--- src/rtl/mrate_ring_fifo_pkg.sv ---
// Shared helpers for the multi-rate ring FIFO: address-width and depth-legality functions.
package mrate_ring_fifo_pkg;

  // Number of address bits needed to index 'value' entries.
  function automatic int clog2(input int value);
    int result;
    int remaining;
    result    = 0;
    remaining = value - 1;
    while (remaining > 0) begin
      result++;
      remaining = remaining >> 1;
    end
    return result;
  endfunction

  // True when 'value' is a non-zero power of two, so that pointers can wrap for free.
  function automatic bit isPow2(input int value);
    return (value > 0) && ((value & (value - 1)) == 0);
  endfunction

endpackage

--- src/rtl/mrate_ring_mem.sv ---
// Ring storage for the multi-rate FIFO: WR_N write lanes and RD_N combinational read lanes.
// Each lane address is the base plus the lane index, wrapping modulo DEPTH, so one
// access may straddle the last entry and the first one. The storage is not reset.
module mrate_ring_mem #(
  parameter int WIDTH = 8,
  parameter int DEPTH = 16,
  parameter int WR_N  = 4,
  parameter int RD_N  = 4,
  parameter int AW    = 4
) (
  input  logic                  clk_i,
  input  logic                  we_i,
  input  logic [AW-1:0]         waddr_i,
  input  logic [WR_N*WIDTH-1:0] wdata_i,
  input  logic [AW-1:0]         raddr_i,
  output logic [RD_N*WIDTH-1:0] rdata_o
);

  logic [WIDTH-1:0] mem_q      [DEPTH];
  logic [AW-1:0]    wrLaneAddr [WR_N];
  logic [AW-1:0]    rdLaneAddr [RD_N];

  for (genvar g = 0; g < WR_N; g++) begin : gWrLane
    assign wrLaneAddr[g] = waddr_i + AW'(g);
  end

  for (genvar g = 0; g < RD_N; g++) begin : gRdLane
    assign rdLaneAddr[g]              = raddr_i + AW'(g);
    assign rdata_o[g*WIDTH +: WIDTH] = mem_q[rdLaneAddr[g]];
  end

  // Store all write lanes in one cycle; word 0 goes to the base address.
  always_ff @(posedge clk_i) begin
    if (we_i) begin
      for (int i = 0; i < WR_N; i++) begin
        mem_q[wrLaneAddr[i]] <= wdata_i[i*WIDTH +: WIDTH];
      end
    end
  end

endmodule

--- src/rtl/mrate_ring_fifo.sv ---
// Multi-rate circular FIFO: each accepted push writes WR_N words, each accepted pop
// reads RD_N words. Holds pointers, occupancy, handshake decode and sticky error flags.
module mrate_ring_fifo
  import mrate_ring_fifo_pkg::*;
#(
  parameter int WIDTH = 8,
  parameter int DEPTH = 16,
  parameter int WR_N  = 4,
  parameter int RD_N  = 4,
  localparam int AW   = clog2(DEPTH)
) (
  input  logic                  clk_i,
  input  logic                  rst_ni,
  input  logic                  clr_i,
  input  logic                  wr_en_i,
  input  logic [WR_N*WIDTH-1:0] wr_data_i,
  output logic                  wr_ready_o,
  input  logic                  rd_en_i,
  output logic [RD_N*WIDTH-1:0] rd_data_o,
  output logic                  rd_valid_o,
  output logic                  full_o,
  output logic                  empty_o,
  output logic [AW:0]           count_o,
  output logic                  ovf_o,
  output logic                  udf_o
);

  localparam logic [AW+1:0] DepthW  = (AW+2)'(DEPTH);
  localparam logic [AW+1:0] WrNW    = (AW+2)'(WR_N);
  localparam logic [AW+1:0] RdNW    = (AW+2)'(RD_N);
  localparam logic [AW-1:0] WrStep  = AW'(WR_N);
  localparam logic [AW-1:0] RdStep  = AW'(RD_N);

  if (!isPow2(DEPTH)) begin : gBadDepth
    $error("mrate_ring_fifo: DEPTH (%0d) must be a power of 2", DEPTH);
  end
  if ((WR_N > DEPTH) || (RD_N > DEPTH)) begin : gBadLanes
    $error("mrate_ring_fifo: WR_N (%0d) and RD_N (%0d) must not exceed DEPTH (%0d)",
           WR_N, RD_N, DEPTH);
  end

  logic [AW-1:0] wrPtr_q, wrPtr_d;
  logic [AW-1:0] rdPtr_q, rdPtr_d;
  logic [AW:0]   count_q, count_d;
  logic          ovf_q, ovf_d;
  logic          udf_q, udf_d;
  logic [AW+1:0] countWide;
  logic [AW+1:0] freeSlots;
  logic          wrReady;
  logic          rdValid;
  logic          push;
  logic          pop;

  // Both handshakes depend on the registered count only, so the occupancy can never
  // leave 0..DEPTH even when push and pop happen together.
  assign freeSlots = DepthW - {1'b0, count_q};
  assign wrReady   = freeSlots >= WrNW;
  assign rdValid   = {1'b0, count_q} >= RdNW;
  assign push      = wr_en_i & wrReady & ~clr_i;
  assign pop       = rd_en_i & rdValid & ~clr_i;

  // Next-state decode: clear wins over everything, otherwise apply push/pop and errors.
  always_comb begin
    wrPtr_d   = wrPtr_q;
    rdPtr_d   = rdPtr_q;
    ovf_d     = ovf_q;
    udf_d     = udf_q;
    countWide = {1'b0, count_q};
    if (clr_i) begin
      wrPtr_d   = '0;
      rdPtr_d   = '0;
      ovf_d     = 1'b0;
      udf_d     = 1'b0;
      countWide = '0;
    end else begin
      if (push) begin
        wrPtr_d   = wrPtr_q + WrStep;
        countWide = countWide + WrNW;
      end
      if (pop) begin
        rdPtr_d   = rdPtr_q + RdStep;
        countWide = countWide - RdNW;
      end
      if (wr_en_i && !wrReady) begin
        ovf_d = 1'b1;
      end
      if (rd_en_i && !rdValid) begin
        udf_d = 1'b1;
      end
    end
    count_d = countWide[AW:0];
  end

  // Pointer, occupancy and error-flag registers.
  always_ff @(posedge clk_i or negedge rst_ni) begin
    if (!rst_ni) begin
      wrPtr_q <= '0;
      rdPtr_q <= '0;
      count_q <= '0;
      ovf_q   <= 1'b0;
      udf_q   <= 1'b0;
    end else begin
      wrPtr_q <= wrPtr_d;
      rdPtr_q <= rdPtr_d;
      count_q <= count_d;
      ovf_q   <= ovf_d;
      udf_q   <= udf_d;
    end
  end

  mrate_ring_mem #(
    .WIDTH (WIDTH),
    .DEPTH (DEPTH),
    .WR_N  (WR_N),
    .RD_N  (RD_N),
    .AW    (AW)
  ) uMem (
    .clk_i   (clk_i),
    .we_i    (push),
    .waddr_i (wrPtr_q),
    .wdata_i (wr_data_i),
    .raddr_i (rdPtr_q),
    .rdata_o (rd_data_o)
  );

  assign wr_ready_o = wrReady;
  assign full_o     = ~wrReady;
  assign rd_valid_o = rdValid;
  assign empty_o    = ~rdValid;
  assign count_o    = count_q;
  assign ovf_o      = ovf_q;
  assign udf_o      = udf_q;

endmodule

--- config.mk ---
export PLATFORM = sky130hd
export DESIGN_NAME = mrate_ring_fifo
export DESIGN_NICKNAME = d
export VERILOG_FILES = /design/src/rtl/mrate_ring_fifo_pkg.sv /design/src/rtl/mrate_ring_mem.sv /design/src/rtl/mrate_ring_fifo.sv
export SDC_FILE = /design/constraint.sdc
export NUM_CORES = 1
export LEC_CHECK = 0
export ABC_AREA = 0
export CAP_MARGIN = 15
export CELL_PAD_IN_SITES_DETAIL_PLACEMENT = 1
export CELL_PAD_IN_SITES_GLOBAL_PLACEMENT = 1
export CORE_ASPECT_RATIO = 1.25
export CORE_MARGIN = 10
export CORE_UTILIZATION = 30
export DETAILED_ROUTE_END_ITERATION = 8
export PLACE_DENSITY = 0.58
export SYNTH_ARGS = -nofsm -noshare
export SYNTH_HDL_FRONTEND = slang
export SYNTH_SLANG_ARGS = --single-unit
--- constraint.sdc ---
create_clock -name clk_i -period 10.56 [get_ports clk_i]
set_clock_uncertainty 0.05 [all_clocks]
set_input_delay 2.112 -clock clk_i [delete_from_list [all_inputs] [get_ports clk_i]]
set_output_delay 2.112 -clock clk_i [all_outputs]
set_load 0.01 [all_outputs]
==> results of run 1 <==
## worst reg2reg max path, stage by stage, from the launching register on
cell	delay, ns
dfrtp_1	0.53
ha_1	0.31
nor4b_4	0.89
nand2_1	0.20
inv_1	0.15
nor3_1	0.09
xnor2_1	0.22
ha_1	0.17
nand2_1	0.06
nor3_1	0.25
o211a_1	0.21
nor3_1	0.05
## per-stage QoR
stage | area (sq um) | setup slack [ns]
after global placement | 7650 | 5.81
final | 8290 | 5.35
after detailed placement | 7650 | 5.72
after CTS | 8290 | 5.30
after global routing | 8290 | 5.11
after floorplan | 6610 | 4.98
## final cells by class
class | instances | area (sq um) | share of cell area, %
flip-flops and latches | 137 | 4070 | 49.1
multi-input cells | 213 | 2320 | 28.1
repair buffers | 90 | 868 | 10.5
clock buffers | 18 | 429 | 5.18
well taps | 279 | 349 | 4.21
clock inverters | 14 | 204 | 2.46
inverters | 11 | 41.3 | 0.498
## logic make-up after synthesis
logic type | count (synthesis)
flip-flops | 137
AO/OA/AOI/OAI | 90
multiplexers | 59
buffers and inverters | 47
AND/OR/NAND/NOR | 46
adder cells (fa/ha/maj) | 11
XOR/XNOR | 5
other | 1
## sequential cells by signal (all words and copies together), names as in the netlist
name and cells:
wrPtr_q 2, rdPtr_q 2, count_o 3, udf_o 1, uMem.mem_q 128, ovf_o 1
## layer usage
| layer | track usage, % | vias to the layer above | routed length (microns) |
|---|---|---|---|
| met1 | 14.0 | 1985 | 7280 |
| met5 | 0 | - | 0 |
| met2 | 22.9 | 75 | 9560 |
| met3 | 2.98 | 5 | 672 |
| met4 | 3.90 | 0 | 83 |
| li1 | - | 1706 | - |
## worst max path at each step
stage	depth (start not counted)	from	slack [ns]	endpoint
after floorplan	3	wr_en_i	4.98	uMem.mem_q[13][0]
after global placement	8	clr_i	5.81	count_o[4]
after detailed placement	8	clr_i	5.72	count_o[4]
after CTS	5	count_o[2]	5.30	full_o
after global routing	5	count_o[2]	5.11	full_o
final	5	count_o[2]	5.35	full_o
## power breakdown
part	switching [mW]	internal (mW)	leakage, nW
combinational	0.258	0.296	1.51
sequential	0.0509	0.639	1.28
clock	0.223	0.416	0.301
## cell usage in the layout, fill, tap and decap left out, types with 3 or more instances in the layout
master and n:
a2111oi_2 6, a2111oi_4 3, a21o_1 72, and3b_2 3, buf_4 13, bufinv_16 5, clkbuf_16 17, clkdlybuf4s50_1 77
clkinv_2 3, clkinvlp_4 3, dfrtp_1 8, edfxtp_1 128, ha_1 11, inv_1 11, mux2_2 15, mux2_4 9
mux2i_1 3, mux4_2 32, nand2_1 3, nor2_1 7, nor2b_1 24, nor3_1 4, xnor2_1 3
==> results list, run 1 <==
- WHS: between 0.4 and 0.5 ns
- After Yosys synthesis, and, or, nand and nor cells account for roughly 4.4% of the synthesized area.
- Hold Startpoint: udf_o
- In this run the deepest clock path goes through 2 buffers.
- The initial utilization of the core area, before any placement, comes to a little under a third.
- The portion of synthesized area spent on multiplexers is between 10% and 20%.
- Final setup vio count: 0
- Pin placement for this block handled 80 I/O pins.
* Power density over cell area: between 200 and 250 mW/mm^2
- By count the netlist is led by 128 x edfxtp_1, 72 x a21o_1, 32 x mux4_2, 24 x nor2b_1.
- Clock tree synthesis found a total of ~140 sinks.
- Worst Setup End Kind: primary output
- Input and output buffers added on the ports amount to 77.
* Starting DRC count in detailed routing: between 150 and 200
- The worst register-to-register path begins at count_o[2].
- Counting I/O delays and the setup requirement, the final critical path takes about 5.2 ns.
* Critical path data required time: 8.40 ns
- After synthesis, the largest family of logic cells by area is multiplexers.
- Clock tree synthesis selected as its root buffer the cell clkbuf_16.
- Along the worst path, the maximum fanout reaches 11.
- Share of flip-flops with an asynchronous set or reset after synthesis: under 10%
- For this run, the top clock speed supported by timing is roughly 190 MHz.
- The die is 153 microns wide.
- Area growth from synthesis to layout: 25.5%
- Drt wl/cell: around 23 microns
* Complex-gate fraction of the synthesized area: 11.2%
- Final Non-Filler Cells: 762
- Post-layout utilization of the core: a little under two fifths
- Ys Warns: 0
- For this run, the post-layout net count is between 500 and 600.
* Bufs and invs on worst path: 2
- IR analysis of the VDD net gives a maximum drop of 0.000124 V.
* Portion of the clock cycle consumed by the worst path in the final layout: 49.3%
* Top cells by area in the synthesized netlist: edfxtp_1 58%, mux4_2 11%, a21o_1 8.2%, dfrtp_1 3.4%, mux2_2 2.6%
- Hold depth: 2
- CTS Hold Bufs: 0
* Fraction of final layout cells with drive strength greater than 1: 23.8%
- The die covers between 0.02 and 0.03 sq mm.
* Flip-flop cell with the highest count after synthesis: edfxtp_1
* Number of antenna violations at the first check in global routing: 0
- The most common cell in the synthesized netlist is edfxtp_1.
* Number of antenna-violating nets in the routed design: 0
- STA classifies the critical path startpoint as a flop.
- The first global-routing pass estimated 27.0 mm of wire.
- Cell taking the most area after synthesis: edfxtp_1
- Share of synthesized area occupied by flip-flops and latches: 61.6%
- Overall via count from detail_route: 3771
- Number of buffers inserted by post-CTS setup repair: 0
- Number of synthesized flops with an enable pin: between 100 and 150
- Routability-driven placement finished with a final weighted congestion of 0.741.
* Total routing resource utilization after global routing: 12.5%
* Number of core rows: 60
- For the worst-skew pair, the clock arrives at the later sink with an insertion delay of roughly 0.41 ns.
- Post-synthesis area per instance: ~17 sq um
* Unrepaired setup endpoints after global routing: no
- Cell area after synthesis: ~0.0066 sq mm
- The worst register-to-register path ends at count_o[4].
- Entering global routing, the biggest net connects 41 pins.
- H-tree depth reported by CTS: 4
- Worst Path Arrival: approximately 3.1 ns
* CP max-delay cell: nor4b_4
- TritonCTS clock tree: yes
- Register bit count reported by yosys: roughly 140
- Status: complete, no violations
- DRC errors left: 0
- Among cell families on the critical path, the largest total delay comes from simple AND/OR/NAND/NOR gates.
- The signal on the critical path passes through ha_1, nor4b_4, nand2_1, inv_1, clkdlybuf4s50_1.
- Using the TritonRoute via totals, the vias-per-cell ratio works out to around 4.9.
* Post-CTS resize count: 0
- After Yosys synthesis, full adders, half adders and majority gates account for under 10% of the synthesized area.
- Setup slack on the worst reg-to-reg path comes out at between 7 and 8 ns.
- Worst hold endpoint: udf_o
* Antenna diode count: 0
- After floorplanning, the core was sized to cover roughly 0.022 sq mm.
- Worst slew margin relative to its limit: between 20% and 30%
* CP Class: flop to primary output
- Number of pins with negative max-slew slack in the final report: 0
* Detailed Place HPWL: around 11 mm
- Hold Crit Class: flop to flop
- Clock-pin slew was measured on the worst setup and hold paths at roughly 0.060 ns.
- The number of different library cells used by synthesis comes to 39.
* Number of hold violations in the final report: 0
* Number of cells in the design after placement: 730
- Fin Setup TNS: 0 ns
- Measured along the y axis, the die boundary spans approximately 190 microns.
* Slew of the pin with the lowest slew margin: between 1 and 1.5 ns
- The number of global-route vias before repair was around 4400.
* Top cell type's share of synthesized area: around three fifths
- The first detailed-routing pass took 4 iterations.
- For this block, the routed nets add up to ~18 mm of wire.
* Global route total overflow: 0
* Xor/xnor cell area share of the yosys netlist: less than 1%
- Gate Count Post-Synth: 396
* Max-cap violations: 0
- Leakage Power: 3.10 nW
- On the worst path, the slowest cell contributes a delay of between 0.8 and 0.9 ns.
* Power after layout: between 1.5 and 2 mW
- Fillcell total: between 2000 and 2500
- The number of clock buffers added by TritonCTS is 17.
* Cell depth of the worst flop-to-flop path: 11
(Power assumes the default switching activity.)
==> run 2: changes to the inputs <==
--- a/config.mk
+++ b/config.mk
@@ -13,7 +13,7 @@
 export CORE_MARGIN = 10
 export CORE_UTILIZATION = 30
 export DETAILED_ROUTE_END_ITERATION = 8
-export PLACE_DENSITY = 0.58
+export PLACE_DENSITY = 0.6
 export SYNTH_ARGS = -nofsm -noshare
 export SYNTH_HDL_FRONTEND = slang
 export SYNTH_SLANG_ARGS = --single-unit
==> constraint.sdc (replaced) <==
create_clock -name clk_i -period 4.6 [get_ports clk_i]
set_clock_uncertainty 0.05 [all_clocks]
set_input_delay 0.92 -clock clk_i [delete_from_list [all_inputs] [get_ports clk_i]]
set_output_delay 0.92 -clock clk_i [all_outputs]
set_load 0.01 [all_outputs]
==> run 2 against run 1 <==
Utilization rose by 0.20 points. Clock power rose by 130%. Sequential power rose by 130%. Register-to-register slack worse by 5.6 ns. Combinational power rose by 130%. Clock-buffer cell count shrank 1. Critical endpoint is now rd_data_o[27].
==> results list, run 2 (synthesis gave the netlist of run 1 again) <==
* Core region area: 0.0216 sq mm
* Unrepaired setup endpoints after global routing: no
* Post-layout instance area: around 0.0083 sq mm
* Post-CTS resize count: 0
* TritonCTS clock tree: yes
* Drt pass-1 iters: 4
* Category of cells accounting for the largest share of critical-path delay: buffers and inverters
- Worst reg2reg endpoint: count_o[4]
* Port-buffer cells: 77
- Counting along the longest clock path gives a buffer depth of 2.
* CP Class: flop to primary output
- CTS saw between 100 and 150 sinks.
* Area growth from synthesis to layout: 26.1%
- Status: complete, no violations
- Counting both buffers and inverters, the worst setup path holds a total of 2.
- Detailed Place HPWL: ~11 mm
- Largest stage delay on the critical path: 0.79 ns
- CTS Root Buffer Type: clkbuf_16
- At the end of routability-driven placement, the weighted congestion stood at 0.790.
- Overall via count from detail_route: approximately 3800
- Across the run, the number of max-cap violations was 0.
- After detailed routing, the number of remaining DRC violations is 0.
- Drt wl/cell: between 20 and 25 microns
- Total stage count of the critical path: 3
- TritonCTS buffer count: 17
- The initial antenna violation count came to 1.
- Setup violations remaining at the end of the flow were counted as 0.
- After layout, the worst path uses 78.9% of the clock period.
- Register-to-register setup slack: about 1.6 ns
- Total number of nets in the final design: between 500 and 600
- The number of hold buffers added after CTS was 0.
- Number of pins with negative max-slew slack in the final report: 0
- During I/O placement, the number of pins put on the boundary was 80.
* CP max-delay cell: dfrtp_2
- Pin count of the biggest net entering global routing: 41
* Slew of the pin with the lowest slew margin: 0.759 ns
- Power spread over the standard cell area amounts to approximately 520 mW/mm^2.
- The multi-input combinational cells in the finished layout cover a total of approximately 0.0023 sq mm.
- Leading cell type in the layout, fill and taps excluded: edfxtp_1
- In this run the worst hold path is classified as flop to flop.
- Critical path data required time: around 3.6 ns
- Placed Instance Area: roughly 0.0077 sq mm
- Fillcell total: about 2200
* Die X-Extent: approximately 150 microns
* Launching point of the worst reg2reg path: count_o[2]
* Seq. cell area: 0.00407 sq mm
- Routed vias/inst: just under 5
- Chain of cells forming the critical path: buf_4, mux4_2, clkdlybuf4s50_1
- Summed over all layers, the routed wires come to 17.1 mm.
* Number of hold violations in the final report: 0
- Die height: ~190 microns
* Die ar.: around 0.028 sq mm
- Kind of launch point of the worst setup path: flop
- Vias in the first global route: ~4400
- Largest fanout on the critical path: 18
* Number of buffers inserted by post-CTS setup repair: 0
- After the first detailed-routing iteration, the DRC count stood at between 200 and 300.
* Hold depth: 2
* Global-route wire length before repair: about 26 mm
* Global route total overflow: 0
- The worst-case IR drop observed on VDD is just under 0.0003 V.
- Number of core rows: 60
- In this run the worst setup path terminates at rd_data_o[27].
- In the final timing run, aggregate negative setup slack is 0 ns.
- Clock latency on the worst-skew pair: 0.42 ns
* Worst slew margin relative to its limit: roughly half
* H-tree depth reported by CTS: 4
* Leakage Power: between 3 and 4 nW
- First element of the critical path: rdPtr_q[2]
- STA classifies the critical path endpoint as a primary output.
* Register clock-pin slew on the reported worst setup and hold paths: 0.06 ns
* Initial Util: 30.5%
* Number of antenna-violating nets in the routed design: 0
- Largest register FFs: between 100 and 150
* Antenna diode count: 0
* Max Clk Rate: about 280 MHz
- Worst Path Arrival: around 2.7 ns
* Total routing resource utilization after global routing: about an eighth
- The worst path needs ~3.6 ns of the cycle, external delays included.
- Most used cells in the layout excluding fill and tap cells: 128 x edfxtp_1, 77 x clkdlybuf4s50_1, 72 x a21o_1, 32 x mux4_2, 24 x nor2b_1
* Cell depth of the worst flop-to-flop path: 11
- Cells with a size suffix above 1 make up approximately 25% of the layout.
==> run 2: cell count changes in the layout (fill, tap and decap cells not counted), sizes merged <==
cell	before	now
inv	11	14
bufinv	5	4
buf	13	20
clkbuf	18	17
clkinv	6	3
clkinvlp	3	4
==> run 2: worst min-delay path by stage <==
stage	from	to	slack (ns)
floorplan	ovf_o	ovf_o	0.48
global placement	udf_o	udf_o	0.44
detailed placement	udf_o	udf_o	0.44
CTS	udf_o	udf_o	0.46
global route	udf_o	udf_o	0.50
finish	udf_o	udf_o	0.45
==> run 2: report_power, final <==
part	switching (mW)	leakage [nW]	internal, mW	total (mW)
sequential	0.102	1.28	1.47	1.57
combinational	0.596	1.55	0.692	1.29
clock	0.545	0.290	0.908	1.45
==> run 2: area by class of cell <==
class / count / share of cell area [%]
sequential: 137 / 48.9
multi-input combinational: 213 / 27.9
timing repair buffer: 97 / 11.1
clock buffer: 17 / 5.11
tap: 279 / 4.19
clock inverter: 14 / 2.37
inverter: 11 / 0.496
==> run 2: through the flow <==
stage	util [%]	cells	hold slack, ns	power (mW)	setup WS (ns)
5_1_grt	38.5	768	0.500	4.51	0.791
4_1_cts	38.5	768	0.460	4.37	0.893
2_1_floorplan	-	397	0.476	2.32	0.215
3_3_place_gp	35.6	737	0.438	2.90	1.23
6_report	38.5	768	0.455	4.31	0.971
3_5_place_dp	35.6	737	0.444	2.92	1.21
==> run 2: worst min-delay path: cells and delay by family (launching register included) <==
family / cells / cell delay [ns]
flops: 1 / 0.35
simple gates: 1 / 0.07
compound gates: 1 / 0.05
==> run 2: metal layers <==
layer  wire length, microns  share of wire (%)  track usage, %
met4                    184                1.1            3.74
met5                     13              0.076               0
met1                   6830                 40            13.1
met2                   9270                 54            22.3
met3                    830                4.8            3.37
